$ cat src/rtl/mips_instr_encoder_if.sv
// Handshake bundle for the MIPS instruction encoder: symbolic input stream,
// encoded output stream and the sticky error report.
interface mips_instr_encoder_if;
  logic        in_valid;
  logic        in_ready;
  logic [4:0]  in_mn;
  logic [4:0]  in_rs;
  logic [4:0]  in_rt;
  logic [4:0]  in_rd;
  logic [4:0]  in_shamt;
  logic [31:0] in_imm;
  logic        out_valid;
  logic        out_ready;
  logic [31:0] out_instr;
  logic [31:0] out_addr;
  logic        err;
  logic [1:0]  err_code;

  modport master (
    output in_valid, in_mn, in_rs, in_rt, in_rd, in_shamt, in_imm, out_ready,
    input  in_ready, out_valid, out_instr, out_addr, err, err_code
  );

  modport slave (
    input  in_valid, in_mn, in_rs, in_rt, in_rd, in_shamt, in_imm, out_ready,
    output in_ready, out_valid, out_instr, out_addr, err, err_code
  );
endinterface

$ cat src/rtl/mips_instr_encoder.sv
// Streaming MIPS encoder: packs symbolic instructions into 32-bit words with
// sequential IM addresses, resolving branch/jump targets and expanding LI.
module mips_instr_encoder #(
  parameter logic [31:0] BASE = 32'h0000_3000
) (
  input logic               clk,
  input logic               reset,
  mips_instr_encoder_if.slave bus
);

  typedef enum logic {IDLE, LI2} state_t;

  typedef enum logic [4:0] {
    MN_NOP   = 5'd0,  MN_ADDU  = 5'd1,  MN_SUBU = 5'd2,  MN_AND  = 5'd3,
    MN_SLT   = 5'd4,  MN_SLL   = 5'd5,  MN_JR   = 5'd6,  MN_JALR = 5'd7,
    MN_ADDIU = 5'd8,  MN_ORI   = 5'd9,  MN_LUI  = 5'd10, MN_LW   = 5'd11,
    MN_LH    = 5'd12, MN_LHU   = 5'd13, MN_LB   = 5'd14, MN_LBU  = 5'd15,
    MN_SW    = 5'd16, MN_SH    = 5'd17, MN_SB   = 5'd18, MN_BEQ  = 5'd19,
    MN_BLEZ  = 5'd20, MN_BLTZ  = 5'd21, MN_J    = 5'd22, MN_JAL  = 5'd23,
    MN_LI    = 5'd24
  } mn_t;

  state_t      state_q;
  logic [31:0] wpc_q;
  logic        out_valid_q;
  logic [31:0] out_instr_q;
  logic [31:0] out_addr_q;
  logic [31:0] ori_q;
  logic        err_q;
  logic [1:0]  err_code_q;

  logic        in_ready;
  logic        accept;
  logic        drain;
  logic [31:0] pc4;
  logic [31:0] boff;
  logic        br_ok;
  logic        jmp_ok;
  logic        li_se;
  logic [31:0] instr_d;
  logic [31:0] ori_d;
  logic        two_word;
  logic        enc_err;
  logic [1:0]  enc_code;

  assign in_ready = (state_q == IDLE) && (!out_valid_q || bus.out_ready);
  assign accept   = bus.in_valid && in_ready;
  assign drain    = out_valid_q && bus.out_ready;

  always_comb begin
    pc4      = wpc_q + 32'd4;
    boff     = $signed(bus.in_imm - pc4) >>> 2;
    br_ok    = (bus.in_imm[1:0] == 2'b00) &&
               ((boff[31:15] == '0) || (boff[31:15] == '1));
    jmp_ok   = (bus.in_imm[1:0] == 2'b00) && (bus.in_imm[31:28] == pc4[31:28]);
    li_se    = (bus.in_imm[31:15] == '0) || (bus.in_imm[31:15] == '1);
    ori_d    = {6'h0d, bus.in_rt, bus.in_rt, bus.in_imm[15:0]};
    instr_d  = '0;
    two_word = 1'b0;
    enc_err  = 1'b0;
    enc_code = 2'd0;
    case (bus.in_mn)
      MN_NOP:   instr_d = '0;
      MN_ADDU:  instr_d = {6'h00, bus.in_rs, bus.in_rt, bus.in_rd, 5'd0, 6'h21};
      MN_SUBU:  instr_d = {6'h00, bus.in_rs, bus.in_rt, bus.in_rd, 5'd0, 6'h23};
      MN_AND:   instr_d = {6'h00, bus.in_rs, bus.in_rt, bus.in_rd, 5'd0, 6'h24};
      MN_SLT:   instr_d = {6'h00, bus.in_rs, bus.in_rt, bus.in_rd, 5'd0, 6'h2a};
      MN_SLL:   instr_d = {6'h00, 5'd0, bus.in_rt, bus.in_rd, bus.in_shamt, 6'h00};
      MN_JR:    instr_d = {6'h00, bus.in_rs, 15'd0, 6'h08};
      MN_JALR:  instr_d = {6'h00, bus.in_rs, 5'd0, bus.in_rd, 5'd0, 6'h09};
      MN_ADDIU: instr_d = {6'h09, bus.in_rs, bus.in_rt, bus.in_imm[15:0]};
      MN_ORI:   instr_d = {6'h0d, bus.in_rs, bus.in_rt, bus.in_imm[15:0]};
      MN_LUI:   instr_d = {6'h0f, 5'd0, bus.in_rt, bus.in_imm[15:0]};
      MN_LW:    instr_d = {6'h23, bus.in_rs, bus.in_rt, bus.in_imm[15:0]};
      MN_LH:    instr_d = {6'h21, bus.in_rs, bus.in_rt, bus.in_imm[15:0]};
      MN_LHU:   instr_d = {6'h25, bus.in_rs, bus.in_rt, bus.in_imm[15:0]};
      MN_LB:    instr_d = {6'h20, bus.in_rs, bus.in_rt, bus.in_imm[15:0]};
      MN_LBU:   instr_d = {6'h24, bus.in_rs, bus.in_rt, bus.in_imm[15:0]};
      MN_SW:    instr_d = {6'h2b, bus.in_rs, bus.in_rt, bus.in_imm[15:0]};
      MN_SH:    instr_d = {6'h29, bus.in_rs, bus.in_rt, bus.in_imm[15:0]};
      MN_SB:    instr_d = {6'h28, bus.in_rs, bus.in_rt, bus.in_imm[15:0]};
      MN_BEQ, MN_BLEZ, MN_BLTZ: begin
        case (bus.in_mn)
          MN_BEQ:  instr_d = {6'h04, bus.in_rs, bus.in_rt, boff[15:0]};
          MN_BLEZ: instr_d = {6'h06, bus.in_rs, 5'd0, boff[15:0]};
          default: instr_d = {6'h01, bus.in_rs, 5'd0, boff[15:0]};
        endcase
        if (!br_ok) begin
          enc_err  = 1'b1;
          enc_code = 2'd2;
        end
      end
      MN_J, MN_JAL: begin
        instr_d = {(bus.in_mn == MN_J) ? 6'h02 : 6'h03, bus.in_imm[27:2]};
        if (!jmp_ok) begin
          enc_err  = 1'b1;
          enc_code = 2'd3;
        end
      end
      MN_LI: begin
        if (li_se) begin
          instr_d = {6'h09, 5'd0, bus.in_rt, bus.in_imm[15:0]};
        end else begin
          instr_d  = {6'h0f, 5'd0, bus.in_rt, bus.in_imm[31:16]};
          two_word = (bus.in_imm[15:0] != '0);
        end
      end
      default: begin
        enc_err  = 1'b1;
        enc_code = 2'd1;
      end
    endcase
  end

  always_ff @(posedge clk) begin
    if (!reset) begin
      state_q     <= IDLE;
      wpc_q       <= BASE;
      out_valid_q <= 1'b0;
      out_instr_q <= '0;
      out_addr_q  <= BASE;
      ori_q       <= '0;
      err_q       <= 1'b0;
      err_code_q  <= 2'd0;
    end else begin
      case (state_q)
        IDLE: begin
          if (accept) begin
            if (enc_err) begin
              // Accept implies the output was empty or draining, so it empties.
              out_valid_q <= 1'b0;
              err_q       <= 1'b1;
              if (!err_q) err_code_q <= enc_code;
            end else begin
              out_valid_q <= 1'b1;
              out_instr_q <= instr_d;
              out_addr_q  <= wpc_q;
              wpc_q       <= pc4;
              if (two_word) begin
                ori_q   <= ori_d;
                state_q <= LI2;
              end
            end
          end else if (drain) begin
            out_valid_q <= 1'b0;
          end
        end
        default: begin
          if (drain) begin
            out_instr_q <= ori_q;
            out_addr_q  <= wpc_q;
            wpc_q       <= pc4;
            state_q     <= IDLE;
          end
        end
      endcase
    end
  end

  assign bus.in_ready  = in_ready;
  assign bus.out_valid = out_valid_q;
  assign bus.out_instr = out_instr_q;
  assign bus.out_addr  = out_addr_q;
  assign bus.err       = err_q;
  assign bus.err_code  = err_code_q;

endmodule

$ cat src/flat_wrapper.sv
// flat-port wrapper written by rule: the top's interface ports become plain ports
module mips_instr_encoder_flat 
#(
  parameter logic [31:0] BASE = 32'h0000_3000
)
  (clk, reset, bus_in_valid, bus_in_mn, bus_in_rs, bus_in_rt, bus_in_rd, bus_in_shamt, bus_in_imm, bus_out_ready, bus_in_ready, bus_out_valid, bus_out_instr, bus_out_addr, bus_err, bus_err_code);
  mips_instr_encoder_if bus_i ();
  input logic clk;
  input logic reset;
  input wire logic [$bits(bus_i.in_valid)-1:0] bus_in_valid;
  input wire logic [$bits(bus_i.in_mn)-1:0] bus_in_mn;
  input wire logic [$bits(bus_i.in_rs)-1:0] bus_in_rs;
  input wire logic [$bits(bus_i.in_rt)-1:0] bus_in_rt;
  input wire logic [$bits(bus_i.in_rd)-1:0] bus_in_rd;
  input wire logic [$bits(bus_i.in_shamt)-1:0] bus_in_shamt;
  input wire logic [$bits(bus_i.in_imm)-1:0] bus_in_imm;
  input wire logic [$bits(bus_i.out_ready)-1:0] bus_out_ready;
  output wire logic [$bits(bus_i.in_ready)-1:0] bus_in_ready;
  output wire logic [$bits(bus_i.out_valid)-1:0] bus_out_valid;
  output wire logic [$bits(bus_i.out_instr)-1:0] bus_out_instr;
  output wire logic [$bits(bus_i.out_addr)-1:0] bus_out_addr;
  output wire logic [$bits(bus_i.err)-1:0] bus_err;
  output wire logic [$bits(bus_i.err_code)-1:0] bus_err_code;
  assign bus_i.in_valid = bus_in_valid;
  assign bus_i.in_mn = bus_in_mn;
  assign bus_i.in_rs = bus_in_rs;
  assign bus_i.in_rt = bus_in_rt;
  assign bus_i.in_rd = bus_in_rd;
  assign bus_i.in_shamt = bus_in_shamt;
  assign bus_i.in_imm = bus_in_imm;
  assign bus_i.out_ready = bus_out_ready;
  assign bus_in_ready = bus_i.in_ready;
  assign bus_out_valid = bus_i.out_valid;
  assign bus_out_instr = bus_i.out_instr;
  assign bus_out_addr = bus_i.out_addr;
  assign bus_err = bus_i.err;
  assign bus_err_code = bus_i.err_code;
  mips_instr_encoder #(.BASE(BASE)) u_core (.clk(clk), .reset(reset), .bus(bus_i));
endmodule
$ cat config.mk
export PLATFORM = sky130hd
export DESIGN_NAME = mips_instr_encoder_flat
export DESIGN_NICKNAME = d
export VERILOG_FILES = /design/src/rtl/mips_instr_encoder_if.sv /design/src/rtl/mips_instr_encoder.sv /design/src/flat_wrapper.sv
export SDC_FILE = /design/constraint.sdc
export NUM_CORES = 1
export LEC_CHECK = 0
export BUFFER_PORTS_ARGS = -buffer_cell sky130_fd_sc_hd__buf_2
export CORE_ASPECT_RATIO = 1.25
export CORE_MARGIN = 2
export CORE_UTILIZATION = 45
export DETAILED_ROUTE_END_ITERATION = 10
export GPL_TIMING_DRIVEN = 1
export PLACE_DENSITY = 0.64
export SLEW_MARGIN = 20
export SYNTH_ARGS = -nofsm -noshare
export SYNTH_HDL_FRONTEND = slang
export SYNTH_SLANG_ARGS = --single-unit
$ cat constraint.sdc
create_clock -name clk -period 11.9 [get_ports clk]
set_input_delay 0.595 -clock clk [delete_from_list [all_inputs] [get_ports clk]]
set_output_delay 0.595 -clock clk [all_outputs]
set_load 0.03 [all_outputs]
==> run metrics, run 1 <==
Pwr Density=124 nW/um^2; crit path kind=reg2reg; Yosys top cell area share=0.279; first-pass GRT wire length=44.8 mm; number of vias per cell=6.22; fraction of layout cells with a size suffix above 1=0.165; Yosys warnings=0; CTS tree=built; status=completed; Nets=1,257; CP max stage delay=0.75 ns; RSZ-0062 raised after global routing=false; part of the Yosys area used for sequential elements=0.279; Worst Hold End=u_core.ori_q[22]; Worst R2R End=u_core.bus.out_instr[29]; Routed wire per std cell=20.4 um; max cap viols=0; post-synth top area cell=dfxtp_1; CP dominant cell by count=and3_1; Main synth FF type=dfxtp_1; #FFs+latches synth=118; Worst setup EP type=register; Die Ht=157 um; # fillers=1,819; FF-to-FF Start=u_core.wpc_q[2]; H-tree Lvls=4; area delta synth->final=15.2%; die footprint=19,900 um^2; Critical-path top delay cell=nor2_2; Post-Place Setup Slack=5.51 ns; First DRT Iteration DRCs=787; Mean Syn Cell Area=7.68 um^2; Post-Syn Area=8460 um^2; Util after Layout=0.525; initial antenna violation count=0; port buffer count=126; Fin Setup TNS=0 ns; all-layer global routing usage=0.287; Final Critical Period=6.39 ns; CP max FO=60; chip width=127 um; gr ovfl total=0; Root Buffer=clkbuf_16; fmax=156 MHz; clock skew=0.00735 ns; Final Non-Filler Cells=1,415; worst vdd ir=99.8 uV; maximum clock path buffer count=2; hold_buf cts=0; DR vias=8,799; number of flops mapped to enable cells by yosys=0; FF-to-FF setup slack=5.51 ns; period utilization=0.537; hpwl dp=21.1 mm; DR pass1 iterations=8; most frequent cells in the layout=buf_2 (126), dfxtp_1 (118), a21oi_1 (116); Lkg Pwr=3.78 nW; largest net degree at the start of global routing=61; Final Hold Viols=0; CP cell instances=ha_1 > and3_1 > nand3_1 > nor3_1 > and3_1 > and3_1 > nand3_1 > xor2_1 > ha_1 > and3_1 > a31oi_1 > o21ai_0 > a31oi_1 > xnor2_1 > o21a_1 > nor4_1 > nand4_1 > nor4b_4 > nor3_4 > buf_4 > nor2_2 > o21ai_0; synth unique cells=77; worst-skew pair later-pin latency=0.43 ns; I/O Pins=130; post-cts gate resize count=0; ANT nets after route=0; n_diodes=0; Sink Count=118; startpoint types=register; count of pins over their slew limit=0; actual slew at the worst max-slew pin=1.00 ns; Hold Path Stages=3; setup bufs post-CTS=0; drt total wl=28.9 mm; Placed Cells=1,383; top cells by area, synth=dfxtp_1 (28%), a21oi_1 (6.9%), mux2i_1 (6.6%); Num CTS Buffers=17; Final setup viols=0; reg2reg path depth=22; Post-Synthesis Cells=1,102; clk slew on worst S/H paths=0.06 ns; WP data required=12.17 ns; worst hold start=bus_in_rt[1]; ys async rst share=0; drc violations=0; worst relative slew slack=0.331; routability cong.=1.00; core box area=18,600 um^2; critical path arrival=6.66 ns; Hold Crit Class=in2reg; FP Rows=56; initial core utilization=0.456; commonest non-fill, non-tap cell in the layout=buf_2; vias in the first global route=8,212; min setup slack post-route=5.51 ns
[layer usage]
layer	global-route usage	wire length (um)	share of wire	vias up
li1	-	-	-	4225
met1	0.357	11900	0.41	4188
met2	0.493	14100	0.49	321
met3	0.0452	1810	0.063	65
met4	0.121	1080	0.037	0
met5	0	0	0	-
[layout make-up]
type / count / area, um^2 / area share
multi-input combinational: 875 / 5660 / 0.581
sequential: 118 / 2360 / 0.242
timing repair buffer: 138 / 721 / 0.0739
clock buffer: 19 / 443 / 0.0454
tap: 232 / 290 / 0.0298
clock inverter: 13 / 195 / 0.0200
inverter: 20 / 75.1 / 0.00770
[stage by stage]
step / total power [W] / cell area [um^2] / hold slack [ns]
after floorplan: 0.000582 / 8470 / 0.440
after global placement: 0.000653 / 9110 / 0.443
after detailed placement: 0.000653 / 9110 / 0.449
after CTS: 0.00121 / 9750 / 0.430
after global routing: 0.00125 / 9750 / 0.443
final: 0.00121 / 9750 / 0.435
[Yosys cell counts (4+ instances only)]
cell,instances
dfxtp_1,118
a21oi_1,116
nand2_1,103
clkbuf_1,66
nor2_1,65
o21ai_0,58
mux2i_1,56
nor3_1,50
nand3_1,42
xnor2_1,28
ha_1,25
xor2_1,24
and3_1,22
nand2b_1,22
nand4_1,21
a211oi_1,20
a31oi_1,19
inv_1,19
o31ai_1,17
or4_1,16
a21o_1,14
a22oi_1,14
buf_2,13
nor4_1,13
a222oi_1,11
and2_1,11
o211ai_1,8
o21a_1,7
buf_1,6
o21bai_1,6
a221oi_1,5
buf_4,5
nor2b_1,5
and4_1,4
maj3_1,4
or2_2,4
or3_1,4
[worst max-delay path, delay by kind of cell (launching register included)]
family          cells  cell delay [ns]
xor+xnor            2             0.40
flops               1             0.41
simple gates       12             3.56
fa+ha+maj           2             0.61
compound gates      5             0.91
buf+inv             1             0.30
[registers in the layout, indices dropped and copies added (netlist names)]
register              count
u_core.wpc_q             30
u_core.state_q            1
u_core.bus.err            1
u_core.bus.out_addr      30
u_core.bus.out_instr     31
u_core.ori_q             22
u_core.bus.out_valid      1
u_core.bus.err_code       2
[how the worst max path moves through the flow]
stage | cells after the start | from | to
final | 22 | u_core.wpc_q[2] | u_core.bus.out_instr[29]
after global routing | 20 | u_core.wpc_q[2] | u_core.bus.out_instr[29]
after CTS | 22 | u_core.wpc_q[2] | u_core.bus.out_addr[13]
after detailed placement | 22 | u_core.wpc_q[2] | u_core.bus.out_addr[27]
after global placement | 22 | u_core.wpc_q[2] | u_core.bus.out_addr[13]
after floorplan | 23 | u_core.wpc_q[2] | u_core.wpc_q[30]
[cells by family after synthesis]
group                    share of synthesized area
other                                     0.000443
multiplexers                                0.0702
AND/OR/NAND/NOR                              0.238
adder cells (fa/ha/maj)                     0.0454
buffers and inverters                       0.0543
XOR/XNOR                                    0.0618
flip-flops                                   0.279
AO/OA/AOI/OAI                                0.250
[power breakdown]
part	internal [W]	switching, W
clock network	0.000359	0.000204
logic	0.0000770	0.000157
registers	0.000407	0.00000702
Power figures use the tool's default switching activity.
==> run 2, diff against run 1 <==
--- a/config.mk
+++ b/config.mk
@@ -5,13 +5,14 @@
 export SDC_FILE = /design/constraint.sdc
 export NUM_CORES = 1
 export LEC_CHECK = 0
+export ABC_AREA = 1
 export BUFFER_PORTS_ARGS = -buffer_cell sky130_fd_sc_hd__buf_2
 export CORE_ASPECT_RATIO = 1.25
 export CORE_MARGIN = 2
 export CORE_UTILIZATION = 45
 export DETAILED_ROUTE_END_ITERATION = 10
 export GPL_TIMING_DRIVEN = 1
-export PLACE_DENSITY = 0.64
+export PLACE_DENSITY = 0.66
 export SLEW_MARGIN = 20
 export SYNTH_ARGS = -nofsm -noshare
 export SYNTH_HDL_FRONTEND = slang
==> constraint.sdc (replaced) <==
create_clock -name clk -period 5.87 [get_ports clk]
set_input_delay 0.2935 -clock clk [delete_from_list [all_inputs] [get_ports clk]]
set_output_delay 0.2935 -clock clk [all_outputs]
set_load 0.03 [all_outputs]
==> run 2 against run 1 <==
Net effect:
- routed wire length increased by 11%
- synthesized cell count increased by 28%
- die area rose by 1.9%
- worst hold slack worse by 0.31 ns
- non-clock buffer count down 4
- worst setup slack got worse by 4.8 ns
- clock power increased by 94%
- first-iteration DRC count fell by 1.4%
- sequential cell count stayed put
==> run metrics, run 2 <==
ys async rst share=0 (unchanged); fraction of layout cells with a size suffix above 1=0.135 (was 0.165); CTS tree=built (unchanged); FF-to-FF setup slack=0.67 ns (was 5.51 ns); drt total wl=31.9 mm (was 28.9 mm); Util after Layout=0.530 (was 0.525); Fin Setup TNS=0 ns (unchanged); Critical-path top delay cell=ha_1 (was nor2_2); Final setup viols=0 (unchanged); die footprint=20,300 um^2 (was 19,900 um^2); Sequential Area=2360 um^2 (unchanged); # fillers=2,030 (was 1,819); Sw Pwr=0.000899 W (was 0.000367 W); Worst setup EP type=register (unchanged); DR vias=9,857 (was 8,799); initial core utilization=0.459 (was 0.456); cell with the most instances after synthesis=nand2_1 (was dfxtp_1); most frequent cells in the layout=nand2_1 (389), nor2_1 (153), inv_1 (151) (was buf_2 (126), dfxtp_1 (118), a21oi_1 (116)); part of the Yosys area used for sequential elements=0.274 (was 0.279); worst relative slew slack=0.272 (was 0.331); maximum clock path buffer count=2 (unchanged); max FFs per register=31 (unchanged); area occupied by multi-input gates=5390 um^2 (was 5660 um^2); Num CTS Buffers=17 (unchanged); commonest non-fill, non-tap cell in the layout=nand2_1 (was buf_2); vias in the first global route=9,334 (was 8,212); Routed wire per std cell=18.2 um (was 20.4 um); initial antenna violation count=1 (was 0); DR pass1 iterations=7 (was 8); Sink Count=118 (unchanged); n_diodes=0 (unchanged); Lkg Pwr=4.58 nW (was 3.78 nW); Mean Syn Cell Area=6.11 um^2 (was 7.68 um^2); First DRT Iteration DRCs=776 (was 787); gr ovfl total=0 (unchanged); FF-to-FF Start=u_core.wpc_q[3] (was u_core.wpc_q[2]); clk slew on worst S/H paths=0.06 ns (about the same); mux contribution to synthesized area=0.00580 (was 0.0702); Sw Ratio=0.342 (was 0.303); status=completed (unchanged); post-synthesis xor/xnor area fraction=0.0271 (was 0.0618); Yosys top cell area share=0.274 (was 0.279); Post-Synthesis Cells=1,413 (was 1,102); CP max FO=70 (was 60); fmax=192 MHz (was 156 MHz); routability cong.=0.991 (was 1.00); Pwr Density=264 nW/um^2 (was 124 nW/um^2); Root Buffer=clkbuf_16 (unchanged); top cells by count, synth=nand2_1 (389), nor2_1 (153), inv_1 (151) (was dfxtp_1 (118), a21oi_1 (116), nand2_1 (103)); actual slew at the worst max-slew pin=1.09 ns (was 1.00 ns); top cells by area, synth=dfxtp_1 (27%), nand2_1 (17%), nand3_1 (7.8%) (was dfxtp_1 (28%), a21oi_1 (6.9%), mux2i_1 (6.6%)); ANT nets after route=0 (unchanged); Synth Area in Adders=0.0386 (was 0.0454); Post-Syn Area=8630 um^2 (was 8460 um^2); hold_buf cts=0 (unchanged); FP Rows=56 (unchanged); internal cell power=0.00173 W (was 0.000843 W); post-synth top area cell=dfxtp_1 (unchanged); Die Ht=159 um (was 157 um); Main synth FF type=dfxtp_1 (unchanged); Simple-Gate Fraction of Synth Area=0.399 (was 0.238); Nets=1,596 (was 1,257); number of flops mapped to enable cells by yosys=0 (unchanged); worst vdd ir=230 uV (was 99.8 uV); number of vias per cell=5.62 (was 6.22); worst hold start=bus_in_rt[0] (was bus_in_rt[1]); worst setup path start=u_core.wpc_q[3] (was u_core.wpc_q[2]); synth unique cells=59 (was 77); chip width=128 um (was 127 um); first-pass GRT wire length=49.8 mm (was 44.8 mm); period utilization=0.886 (was 0.537); Hold Crit Class=in2reg (unchanged); largest net degree at the start of global routing=71 (was 61); H-tree Lvls=4 (unchanged); Synth Area in Compound Gates=0.150 (was 0.250); clock network power share=0.414 (was 0.465); core box area=18,800 um^2 (was 18,600 um^2); crit path kind=reg2reg (unchanged); #FFs+latches synth=118 (unchanged); worst-skew pair later-pin latency=0.42 ns (was 0.43 ns); WP data required=6.20 ns (was 12.17 ns); Yosys warnings=0 (unchanged); RSZ-0062 raised after global routing=false (unchanged); Final Critical Period=5.20 ns (was 6.39 ns); hpwl dp=24.8 mm (was 21.1 mm); Final Hold Viols=0 (unchanged); startpoint types=register (unchanged); CP dominant cell by count=nand2_1 (was and3_1); combinational share of power=0.252 (was 0.193); CP max stage delay=0.43 ns (was 0.75 ns); all-layer global routing usage=0.315 (was 0.287); share of power burned in registers=0.334 (was 0.342); count of pins over their slew limit=0 (unchanged); area delta synth->final=15.4% (was 15.2%); largest family of logic cells by synthesized area=simple AND/OR/NAND/NOR gates (was compound AO/OA/AOI/OAI gates); I/O Pins=130 (unchanged); drc violations=0 (unchanged); clock skew=0.00657 ns (was 0.00735 ns); critical path arrival=5.53 ns (was 6.66 ns); port buffer count=126 (unchanged); max cap viols=0 (unchanged)
[run 2: changes by cell type in the layout (fill, tap and decap cells not counted), moves of 16 or more]
cell / previous run / this run
a211oi_1: 20 / 3
inv_1: 18 / 151
a31oi_1: 19 / 3
nor3_1: 49 / 29
xnor2_1: 28 / 8
o31ai_1: 17 / 0
nand2_1: 102 / 389
and3_1: 22 / 0
mux2i_1: 56 / 5
nand3_1: 42 / 133
nor2_1: 65 / 153
nand2b_1: 22 / 0
[run 2: layout make-up]
| type | count | area share |
|---|---|---|
| Tap cell | 232 | 0.0292 |
| Timing Repair Buffer | 134 | 0.0714 |
| Clock inverter | 11 | 0.0150 |
| Clock buffer | 20 | 0.0459 |
| Sequential cell | 118 | 0.237 |
| Multi-Input combinational cell | 1079 | 0.541 |
| Inverter | 159 | 0.0601 |
[run 2: repair_timing]
action | 4_1_cts | 5_1_grt
buffers inserted | 0 | 0
setup endpoints to repair | 0 | 77
resized for setup | 0 | 3
[run 2: kinds of logic (layout without fill, tap and decap cells)]
group           after synthesis  in the layout
xor+xnor                     25             25
compound gates              230            230
flops                       118            118
simple gates                790            790
fa+ha+maj                    26             26
other cells                   1              3
buf+inv                     218            324
mux                           5              5
[run 2: power by group through the flow]
stage	Combinational (W)	Sequential (W)	Clock (W)
after floorplan	0.000409	0.000931	0
after global placement	0.000650	0.000893	0
after detailed placement	0.000651	0.000894	0
after CTS	0.000654	0.000877	0.00109
after global routing	0.000732	0.000882	0.00113
final	0.000663	0.000877	0.00109
[run 2: critical path: cells and delay by family, from the launching register on]
family	cells	cell delay [ns]
AND/OR/NAND/NOR	23	3.31
adder cells (fa/ha/maj)	2	0.68
flip-flops	1	0.41
buffers and inverters	2	0.37
AO/OA/AOI/OAI	2	0.31
[run 2: worst paths after layout]
path,end,cells past startpoint
hold reg to reg,u_core.ori_q[9],2
setup / recovery,u_core.bus.out_addr[4],29
setup reg to reg,u_core.bus.out_addr[4],29
hold / removal,u_core.ori_q[21],3
[run 2: through the flow]
| step | setup slack [ns] | hold slack [ns] | area (um^2) | total power [W] | instances |
|---|---|---|---|---|---|
| detailed placement | 0.474 | 0.439 | 9330 | 0.00154 | 1722 |
| CTS | 0.432 | 0.123 | 9940 | 0.00262 | 1753 |
| floorplan | 1.40 | 0.425 | 8640 | 0.00134 | 1415 |
| finish | 0.671 | 0.128 | 9950 | 0.00263 | 1753 |
| global placement | 0.586 | 0.434 | 9330 | 0.00154 | 1722 |
| global route | 0.0594 | 0.134 | 9950 | 0.00275 | 1753 |
[run 2: per-layer routing]
| metal | GRT usage | wire length, um |
|---|---|---|
| met1 | 0.354 | 12300 |
| met2 | 0.538 | 15500 |
| met3 | 0.0583 | 1870 |
| met4 | 0.206 | 2250 |
| met5 | 0 | 0 |
